==> src/rtl/writeback_unit.sv <==
// Final pipeline stage: selects the load or ALU result and drives a registered regfile write port.
// It also keeps the per-register pending-write scoreboard behind decode's RAW stall and counts retirements.
module writeback_unit #(
    parameter int NREGS    = 32,
    parameter int CNT_W    = 2,
    parameter int RETIRE_W = 32
) (
    input  logic                clk,
    input  logic                rst,
    input  logic                issue_v,
    input  logic [4:0]          issue_rd,
    input  logic                chk_rs1_v,
    input  logic [4:0]          chk_rs1,
    input  logic                chk_rs2_v,
    input  logic [4:0]          chk_rs2,
    output logic                stall,
    input  logic                wb_in_v,
    input  logic [4:0]          wb_in_rd,
    input  logic                wb_in_load,
    input  logic [31:0]         wb_in_load_data,
    input  logic [31:0]         wb_in_alu,
    output logic                rf_we,
    output logic [4:0]          rf_waddr,
    output logic [31:0]         rf_wdata,
    output logic [RETIRE_W-1:0] retired,
    output logic                sb_err
);

    localparam logic [CNT_W-1:0] CNT_MAX = '1;

    logic [NREGS-1:0][CNT_W-1:0] cnt_vec;
    logic                        rs1_busy;
    logic                        rs2_busy;
    logic                        issue_full;
    logic                        inc;
    logic                        dec;

    logic                        rf_we_reg;
    logic [4:0]                  rf_waddr_reg;
    logic [31:0]                 rf_wdata_reg;
    logic [RETIRE_W-1:0]         retired_reg;
    logic                        sb_err_reg;

    // A source is also busy while its write sits in the output register, one edge before the regfile sees it.
    always_comb begin
        rs1_busy   = chk_rs1_v && (chk_rs1 != 5'd0) &&
                     ((cnt_vec[chk_rs1] != '0) || (rf_we_reg && (rf_waddr_reg == chk_rs1)));
        rs2_busy   = chk_rs2_v && (chk_rs2 != 5'd0) &&
                     ((cnt_vec[chk_rs2] != '0) || (rf_we_reg && (rf_waddr_reg == chk_rs2)));
        issue_full = issue_v && (issue_rd != 5'd0) && (cnt_vec[issue_rd] == CNT_MAX);
        stall      = rs1_busy || rs2_busy || issue_full;
        inc        = issue_v && !stall && (issue_rd != 5'd0);
        dec        = wb_in_v && (wb_in_rd != 5'd0);
    end

    assign cnt_vec[0] = '0;

    genvar gi;
    generate
        for (gi = 1; gi < NREGS; gi++) begin : g_cnt
            logic [CNT_W-1:0] cnt_reg;
            logic [CNT_W-1:0] cnt_next;
            logic             inc_hit;
            logic             dec_hit;

            // Issue and retire on the same register cancel; a retire at zero is clamped (and flagged below).
            always_comb begin
                inc_hit  = inc && (issue_rd == 5'(gi));
                dec_hit  = dec && (wb_in_rd == 5'(gi));
                cnt_next = cnt_reg;
                if (inc_hit && !dec_hit) begin
                    cnt_next = cnt_reg + CNT_W'(1);
                end else if (dec_hit && !inc_hit && (cnt_reg != '0)) begin
                    cnt_next = cnt_reg - CNT_W'(1);
                end
            end

            always_ff @(posedge clk) begin
                if (rst) begin
                    cnt_reg <= '0;
                end else begin
                    cnt_reg <= cnt_next;
                end
            end

            assign cnt_vec[gi] = cnt_reg;
        end
    endgenerate

    always_ff @(posedge clk) begin
        if (rst) begin
            rf_we_reg    <= 1'b0;
            rf_waddr_reg <= 5'd0;
            rf_wdata_reg <= 32'd0;
            retired_reg  <= '0;
            sb_err_reg   <= 1'b0;
        end else begin
            if (wb_in_v) begin
                rf_we_reg    <= (wb_in_rd != 5'd0);
                rf_waddr_reg <= wb_in_rd;
                rf_wdata_reg <= wb_in_load ? wb_in_load_data : wb_in_alu;
                retired_reg  <= retired_reg + RETIRE_W'(1);
            end else begin
                rf_we_reg <= 1'b0;
            end
            if (dec && (cnt_vec[wb_in_rd] == '0)) begin
                sb_err_reg <= 1'b1;
            end
        end
    end

    assign rf_we    = rf_we_reg;
    assign rf_waddr = rf_waddr_reg;
    assign rf_wdata = rf_wdata_reg;
    assign retired  = retired_reg;
    assign sb_err   = sb_err_reg;

endmodule
==> config.mk <==
export PLATFORM = sky130hd
export DESIGN_NAME = writeback_unit
export DESIGN_NICKNAME = d
export VERILOG_FILES = /design/src/rtl/writeback_unit.sv
export SDC_FILE = /design/constraint.sdc
export NUM_CORES = 1
export LEC_CHECK = 0
export CAP_MARGIN = 30
export CORE_ASPECT_RATIO = 0.9
export CORE_MARGIN = 3
export CORE_UTILIZATION = 35
export CTS_CLUSTER_SIZE = 8
export DETAILED_ROUTE_END_ITERATION = 10
export GPL_ROUTABILITY_DRIVEN = 0
export SKIP_CTS_REPAIR_TIMING = 1
export SYNTH_ARGS = -nofsm -noshare
export SYNTH_HDL_FRONTEND = slang
export SYNTH_SLANG_ARGS = --single-unit
==> constraint.sdc <==
create_clock -name clk -period 3.9 [get_ports clk]
set_input_delay 0.39 -clock clk [delete_from_list [all_inputs] [get_ports clk]]
set_output_delay 0.39 -clock clk [all_outputs]
set_load 0.02 [all_outputs]
* Yosys cells after proc, flatten, opt, wreduce, memory -nomap -nowiden
Cells that the tools add are included.
Operators by class: add/sub/neg operators 63, order comparisons 4, equality and inequality tests 65, multiplexer cells 71, bitwise gates (word level) 1, reductions and logical operators 304
Operators with widths (number):
- logical AND 1 bit | 167
- == test 5 bit (second input constant) | 32
- two-way mux 2 bit | 66
- nonzero test 2 bit | 64
- == test 5 x 4 -> 1 bit (second input constant) | 16
- logical NOT 1 bit | 63
- adder 2 x 1 -> 2 bit (second input constant) | 31
- subtractor 2 x 1 -> 2 bit (second input constant) | 31
- binary-select mux 2 bit (select 5 bit) | 4
- == test 5 x 3 -> 1 bit (second input constant) | 8
- adder 32 x 1 -> 32 bit (second input constant) | 1
- two-way mux 32 bit | 1
- less-than comparator 5 x 6 -> 1 bit (second input constant) | 4
- == test 5 x 2 -> 1 bit (second input constant) | 4
- nonzero test 5 bit | 4
- == test 5 x 1 -> 1 bit (second input constant) | 2
- == test 5 bit | 2
- logical OR 1 bit | 4
- == test 2 bit (second input constant) | 1
- logical NOT 2 bit | 1
- OR reduction 2 bit | 1
- NOT 1 bit | 1
Word-level totals: flip-flop bits (word level) 133, input bits 91, output and inout port bits 72, logic and storage cells 544

* Depth between registers and ports, before layout
Gate-level depths: netlist (run 1).
depth after elaboration 16, gate-level depth with buffers 11, gate-level depth less buffers 9

* Least setup slack after synthesis (run 1)
No wires, ideal clock.
path kind input port to flip-flop, start point in issue_rd[1], end point reg g_cnt[31].cnt_reg[0], data arrival time 2.504 ns, data required time 3.784 ns, slack 1.281 ns, stages 9, buffers on the path 1, cell sequence buf_4 mux4_2 o22a_1 a41oi_2 nand4b_4 nor3_4 a21oi_1 a211o_1 and3_1
On the way: cells in the longest elaborated chain, start to end 13, elaborated cells on any way between the ends 18, classes of those cells eq/ne: 2; mux: 3; reduce/logical: 13
Ends and longest elaborated chain:
- start: declaration | RTL line 11 | input logic [4:0] issue_rd,
- binary-select mux 2 bit (select 5 bit) | RTL line 50 | issue_full = issue_v && (issue_rd != 5'd0) && (cnt_vec[issue_rd] == CNT_MAX);
- two-way mux 2 bit (implied by the code) | RTL line 50
- == test 2 bit | RTL line 50
- logical AND 1 bit | RTL line 50
- logical OR 1 bit | RTL line 51 | stall = rs1_busy || rs2_busy || issue_full;
- logical NOT 1 bit | RTL line 52 | inc = issue_v && !stall && (issue_rd != 5'd0);
- logical AND 1 bit (2 in a row) | RTL line 52
- logical AND 1 bit * | RTL line 68 | inc_hit = inc && (issue_rd == 5'(gi));
- logical NOT 1 bit | RTL line 73 | end else if (dec_hit && !inc_hit && (cnt_reg != '0)) begin
- logical AND 1 bit (2 in a row) | RTL line 73
- nonzero test 2 bit (no source line)
- end signal: assignment | RTL line 82 | cnt_reg <= cnt_next;
- end: declaration | RTL line 61 | logic [CNT_W-1:0] cnt_reg;
Mark *: on every way between the ends. The rest lies on a longest branch, timed or not. The select of a mux whose other input is x is not followed. A chain may end at the register's enable or synchronous reset.

* Final worst setup path (run 1)
start point in chk_rs2[0], end point out stall
On the way: cells in the longest elaborated chain, start to end 7, elaborated cells on any way between the ends 11, classes of those cells eq/ne: 1; mux: 2; reduce/logical: 8
Ends and longest elaborated chain:
- start: declaration | RTL line 15 | input logic [4:0] chk_rs2,
- binary-select mux 2 bit (select 5 bit) | RTL line 49 | ((cnt_vec[chk_rs2] != '0) || (rf_we_reg && (rf_waddr_reg == chk_rs2)));
- two-way mux 2 bit (implied by the code) | RTL line 49
- nonzero test 2 bit | RTL line 49
- logical OR 1 bit | RTL line 49
- logical AND 1 bit * | RTL line 48 | rs2_busy = chk_rs2_v && (chk_rs2 != 5'd0) &&
- logical OR 1 bit * (2 in a row) | RTL line 51
- end: declaration | RTL line 16 | output logic stall,
Marks and branches as above.

==> results of run 1 <==
[cell families after synthesis]
kind of cell	synth area share
flops	0.338
buf+inv	0.0323
xor+xnor	0.0401
compound gates	0.210
mux	0.113
fa+ha+maj	0.00159
simple gates	0.266
[final cells by class]
type | count | area [um^2]
fill | 2171 | 11400
multi-input combinational | 757 | 4950
sequential | 133 | 2660
timing repair buffer | 187 | 1820
clock buffer | 17 | 425
tap | 291 | 364
clock inverter | 15 | 185
inverter | 8 | 30.0
[how the worst max path moves through the flow]
stage          slack, ns                                end  cells past startpoint        start
5_1_grt             0.15                              stall                      7   chk_rs2[0]
4_1_cts             0.31                              stall                      7   chk_rs2[0]
3_3_place_gp        0.36                              stall                      7   chk_rs2[0]
6_report            0.29                              stall                      7   chk_rs2[0]
3_5_place_dp        0.30                              stall                      7   chk_rs2[0]
2_1_floorplan       1.28  g_cnt[31].cnt_reg[0]$_SDFFE_PP0P_                      9  issue_rd[1]
[stage by stage]
| step | area, um^2 | util | cells | power [mW] | worst slack [ns] |
|---|---|---|---|---|---|
| after CTS | 10400 | 0.477 | 1408 | 3.64 | 0.315 |
| after floorplan | 7870 | - | 953 | 1.71 | 1.28 |
| final | 10400 | 0.477 | 1408 | 3.61 | 0.287 |
| after detailed placement | 9830 | 0.449 | 1376 | 1.96 | 0.302 |
| after global placement | 9830 | 0.449 | 1376 | 1.96 | 0.358 |
| after global routing | 10400 | 0.477 | 1408 | 3.75 | 0.153 |
[power by group through the flow]
stage	combinational, mW	sequential [mW]	clock (mW)
after CTS	0.514	1.42	1.71
after global placement	0.512	1.45	0
after global routing	0.554	1.43	1.77
after floorplan	0.230	1.48	0
after detailed placement	0.512	1.45	0
final	0.514	1.42	1.67
[metal layers]
layer	wire (um)	part of all wire	global-route usage	up-vias
met4	421	0.016	0.0562	0
met5	0	0	0	-
li1	-	-	-	3817
met3	3010	0.12	0.0824	27
met2	11000	0.42	0.315	356
met1	11500	0.44	0.293	3631
[critical path: stages]
cell	delay, ns
clkdlybuf4s50_1	0.70
mux4_2	0.56
mux2i_1	0.17
nand4_1	0.31
and3_1	0.34
nand3_1	0.13
clkdlybuf4s50_1	0.62
[placed cells by master (no fill, tap or decap), types with 6 or more instances in the layout]
cell / synthesis / layout
inv_1: 7 / 7
a211oi_1: 69 / 69
xor2_1: 29 / 29
nand4_1: 17 / 17
dfxtp_1: 133 / 133
nor2_1: 117 / 117
inv_6: 0 / 6
nand2b_1: 37 / 37
clkbuf_16: 0 / 17
and3_1: 41 / 41
nand3_1: 27 / 27
mux4_2: 21 / 21
o21a_1: 29 / 29
o21ai_0: 49 / 49
buf_4: 2 / 24
xnor2_1: 7 / 7
nor2b_1: 11 / 11
nor3_1: 49 / 49
mux2i_1: 39 / 39
clkdlybuf4s50_1: 0 / 159
nand2_1: 65 / 65
a21oi_1: 66 / 66
==> results.yml, run 1 <==
outcome:
  outcome: "finished clean"
floorplan:
  die_w_um: 164
  pin_count: 163
  die_h_um: 148
  initial_utilization: 0.360
  rows: 51
  dieArea_um2: 24300
  coreArea_um2: 21900
clock_tree:
  clk_latency_ns: 0.43
  cts_made_buffers: 17
  clkTransAtPathRegs_ns: 0.07
  numClockSinks: 133
  cts.path.max_buffers: 2
  root_buffer: "clkbuf_16"
  cts_tree: "yes"
  h-tree-depth: 4
synthesis:
  synth_commonest_cells: "133 x dfxtp_1, 117 x nor2_1, 69 x a211oi_1"
  synthCells: 953
  synth_warnings: 0
  synth_area_per_cell_um2: 8.26
  ys_types: 61
  synth-seq-cells: 133
  async_flop_share: 0
  yosysTopAreaCellShare: 0.338
  ys.flop_type: "dfxtp_1"
  ys_seq_area_frac: 0.338
  syn_nets: 1045
  synth_area_leaders: "dfxtp_1 34%, a211oi_1 6.6%, mux4_2 6.0%"
  synth_edf_count: 0
  synth_most_common_cell: "dfxtp_1"
  yosys.area.top_type: "dfxtp_1"
  synth_area_um2: 7870
route:
  post_drt_wl_per_cell_um: 18.4
  drc: 0
  routed_via_density: 5.56
  vias: 7831
  drtPass1Iterations: 5
  drt_iter0_drc: 646
  detail-route-antenna-nets: 0
  drt-total-wl_mm: 25.9
sta:
  period_share: 0.927
  tns_ns: 0
  fin_crit_ns: 3.61
  tightestPinTransition_ns: 0.936
  rsz0062_at_grt: "no"
  finalSetupViolCount: 0
  final-hold-violation-count: 0
  drv_slew: 0
  slew_headroom: 0.376
  fin_hold_ws_ns: 0.410
  timing.fmax_mhz: 277
  finClkSkew_ns: 0.00980
grt:
  antenna_found_initial: 0
  gr-total-overflow: 0
  grt_usage: 0.214
  grt_pass1_vias: 7419
  grt_pass1_wl_mm: 40.8
  grt_start_max_net_pins: 65
critical_path:
  rrSetupSlack_ns: 0.93
  r2r_start: "g_cnt[24].cnt_reg[0]$_SDFFE_PP0P_"
  startpoint_type: "input port"
  path_class: "input port to output pin"
  cp-end-kind: "output pin"
  cp.arrival_ns: 3.22
  critPathMaxFanout: 8
  worstPathRequired_ns: 3.51
  rr_worst_depth: 9
  rr_endpoint: "g_cnt[17].cnt_reg[0]$_SDFFE_PP0P_"
pwr:
  p_comb_frac: 0.142
  p_clk_frac: 0.463
  power_frac_seq: 0.394
  ir_worst_vdd_uv: 214
  swShare: 0.277
  p_int_mw: 2.61
  p_leak_nw: 3.73
  p_switching_uw: 999
  powerDensity_nw_per_um2: 345
min_path:
  holdPathEnd: "retired[15]$_SDFFE_PP0P_"
  hold_path_class: "input port to register"
  holdPathStages: 2
  hold_path.startpoint: "rst"
final_layout:
  largest_reg_flops: 62
  syn2layout_area_growth_pct: 32.7
  diodes: 0
  nets: 1196
  drive_above_1_share: 0.0859
placement:
  port-buffer-count: 162
  hpwl_mm: 19.3
flow_run:
  maxCapViolations: 0
(Power assumes the default switching activity.)
==> run 2, diff against run 1 <==
--- a/config.mk
+++ b/config.mk
@@ -7,11 +7,11 @@
 export LEC_CHECK = 0
 export CAP_MARGIN = 30
 export CORE_ASPECT_RATIO = 0.9
-export CORE_MARGIN = 3
-export CORE_UTILIZATION = 35
+export CORE_UTILIZATION = 56
 export CTS_CLUSTER_SIZE = 8
 export DETAILED_ROUTE_END_ITERATION = 10
 export GPL_ROUTABILITY_DRIVEN = 0
+export PLACE_DENSITY = 0.86
 export SKIP_CTS_REPAIR_TIMING = 1
 export SYNTH_ARGS = -nofsm -noshare
 export SYNTH_HDL_FRONTEND = slang
==> run 2 against run 1 <==
  * Maximum frequency rose by 2.5%
  * Hold slack lost 0.044 ns
  * Sequential share of layout area rose by 0.49 points
  * Largest cell class unchanged
==> results.yml, run 2 (synthesis gave the netlist of run 1 again) <==
sta:
  tightestPinTransition_ns: 0.972
  timing.fmax_mhz: 284
  tns_ns: 0
  finalSetupViolCount: 0
  drv_slew: 0
  rsz0062_at_grt: "no"
  fin_crit_ns: 3.53
  finClkSkew_ns: 0.00643
  fin_ws_ns: 0.374
  slew_headroom: 0.352
  period_share: 0.904
  fin_hold_ws_ns: 0.365
  final-hold-violation-count: 0
route:
  drt-total-wl_mm: 25.0
  post_drt_wl_per_cell_um: 19.4
  drt_iter0_drc: 769
  routed_via_density: 6.36
  detail-route-antenna-nets: 0
  drtPass1Iterations: 5
  vias: 8165
  drc: 0
critical_path:
  cp.arrival_ns: 3.14
  rr_worst_depth: 9
  path_class: "input port to output pin"
  cp-end-kind: "output pin"
  r2r_start: "g_cnt[27].cnt_reg[0]$_SDFFE_PP0P_"
  rr_endpoint: "g_cnt[16].cnt_reg[0]$_SDFFE_PP0P_"
  crit_path_end: "stall"
  rrSetupSlack_ns: 0.97
  worstPathRequired_ns: 3.51
  startpoint_type: "input port"
  critPathMaxFanout: 8
  cp-startpoint: "chk_rs2[0]"
clock_tree:
  root_buffer: "clkbuf_16"
  numClockSinks: 133
  cts_made_buffers: 17
  cts_tree: "yes"
  cts.path.max_buffers: 2
  h-tree-depth: 4
  clkTransAtPathRegs_ns: 0.06
  clk_latency_ns: 0.42
final_layout:
  largest_reg_flops: 62
  final_util: 0.758
  nets: 1195
  layout_commonest_cell: "clkdlybuf4s50_1"
  fill_cells: 933
  drive_above_1_share: 0.0843
  final_cell_mix: "159 x clkdlybuf4s50_1, 133 x dfxtp_1, 117 x nor2_1"
  syn2layout_area_growth_pct: 30.2
placement:
  port-buffer-count: 162
  hpwl_mm: 18.1
  preCtsSetupSlack_ns: 0.399
floorplan:
  die_w_um: 127
  dieArea_um2: 14500
  initial_utilization: 0.582
  rows: 40
  coreArea_um2: 13500
  pin_count: 163
  die_h_um: 114
grt:
  grt_pass1_wl_mm: 39.9
  grt_start_max_net_pins: 76
  grt_usage: 0.355
  use_met3: 0.117
  grt.busiest_layer: "met2"
  grt_pass1_vias: 7878
  grt_use_met1: 0.431
  gr-total-overflow: 0
  grt_use_met2: 0.586
  antenna_found_initial: 1
outcome:
  outcome: "finished clean"
pwr:
  ir_worst_vdd_uv: 308
  powerDensity_nw_per_um2: 347
  p_leak_nw: 3.72
  p_total_mw: 3.56
min_path:
  hold_path_class: "input port to register"
flow_run:
  maxCapViolations: 0
[run 2: routing by layer]
layer | share of wire | vias up
met5 | 0 | -
met4 | 0.027 | 0
met3 | 0.11 | 62
met2 | 0.47 | 462
met1 | 0.39 | 3820
li1 | - | 3821
[run 2: per-stage QoR]
| step | cells | instance area, um^2 |
|---|---|---|
| 6_report | 1284 | 10200 |
| 5_1_grt | 1284 | 10200 |
| 4_1_cts | 1283 | 10200 |
| 3_5_place_dp | 1252 | 9650 |
| 3_3_place_gp | 1252 | 9650 |
| 2_1_floorplan | 953 | 7870 |
[run 2: how the worst min path moves through the flow]
stage	from	to	slack (ns)	cells after the start
2_1_floorplan	g_cnt[24].cnt_reg[1]$_SDFFE_PP0P_	g_cnt[24].cnt_reg[1]$_SDFFE_PP0P_	0.47	2
3_3_place_gp	rf_wdata[24]$_SDFFE_PP0P_	rf_wdata[24]$_SDFFE_PP0P_	0.47	2
3_5_place_dp	sb_err$_SDFFE_PP0P_	sb_err$_SDFFE_PP0P_	0.48	1
4_1_cts	rst	retired[14]$_SDFFE_PP0P_	0.36	2
5_1_grt	rst	retired[31]$_SDFFE_PP0P_	0.37	2
6_report	rst	retired[30]$_SDFFE_PP0P_	0.37	2
[run 2: layout make-up]
type	instances	area, um^2	area share
multi-input cells	757	4950	0.483
repair buffers	186	1790	0.175
diodes	1	2.50	0.000244
flip-flops and latches	133	2660	0.260
inverters	8	30.0	0.00293
clock inverters	12	145	0.0142
well taps	168	210	0.0205
clock buffers	19	453	0.0442
[run 2: power breakdown]
group	switching [mW]	internal, mW	total, mW	leakage, nW
registers	0.0292	1.39	1.42	1.08
logic	0.268	0.239	0.507	2.35
clock network	0.642	0.984	1.63	0.287
total	0.939	2.62	3.56	3.72
[run 2: worst max-delay path, cell delays in order]
cell and delay [ns]:
clkdlybuf4s50_1 0.57, inv_1 0.25, mux4_2 0.52, a221o_1 0.44, and3_1 0.24, nand3_1 0.11
clkdlybuf4s50_1 0.61
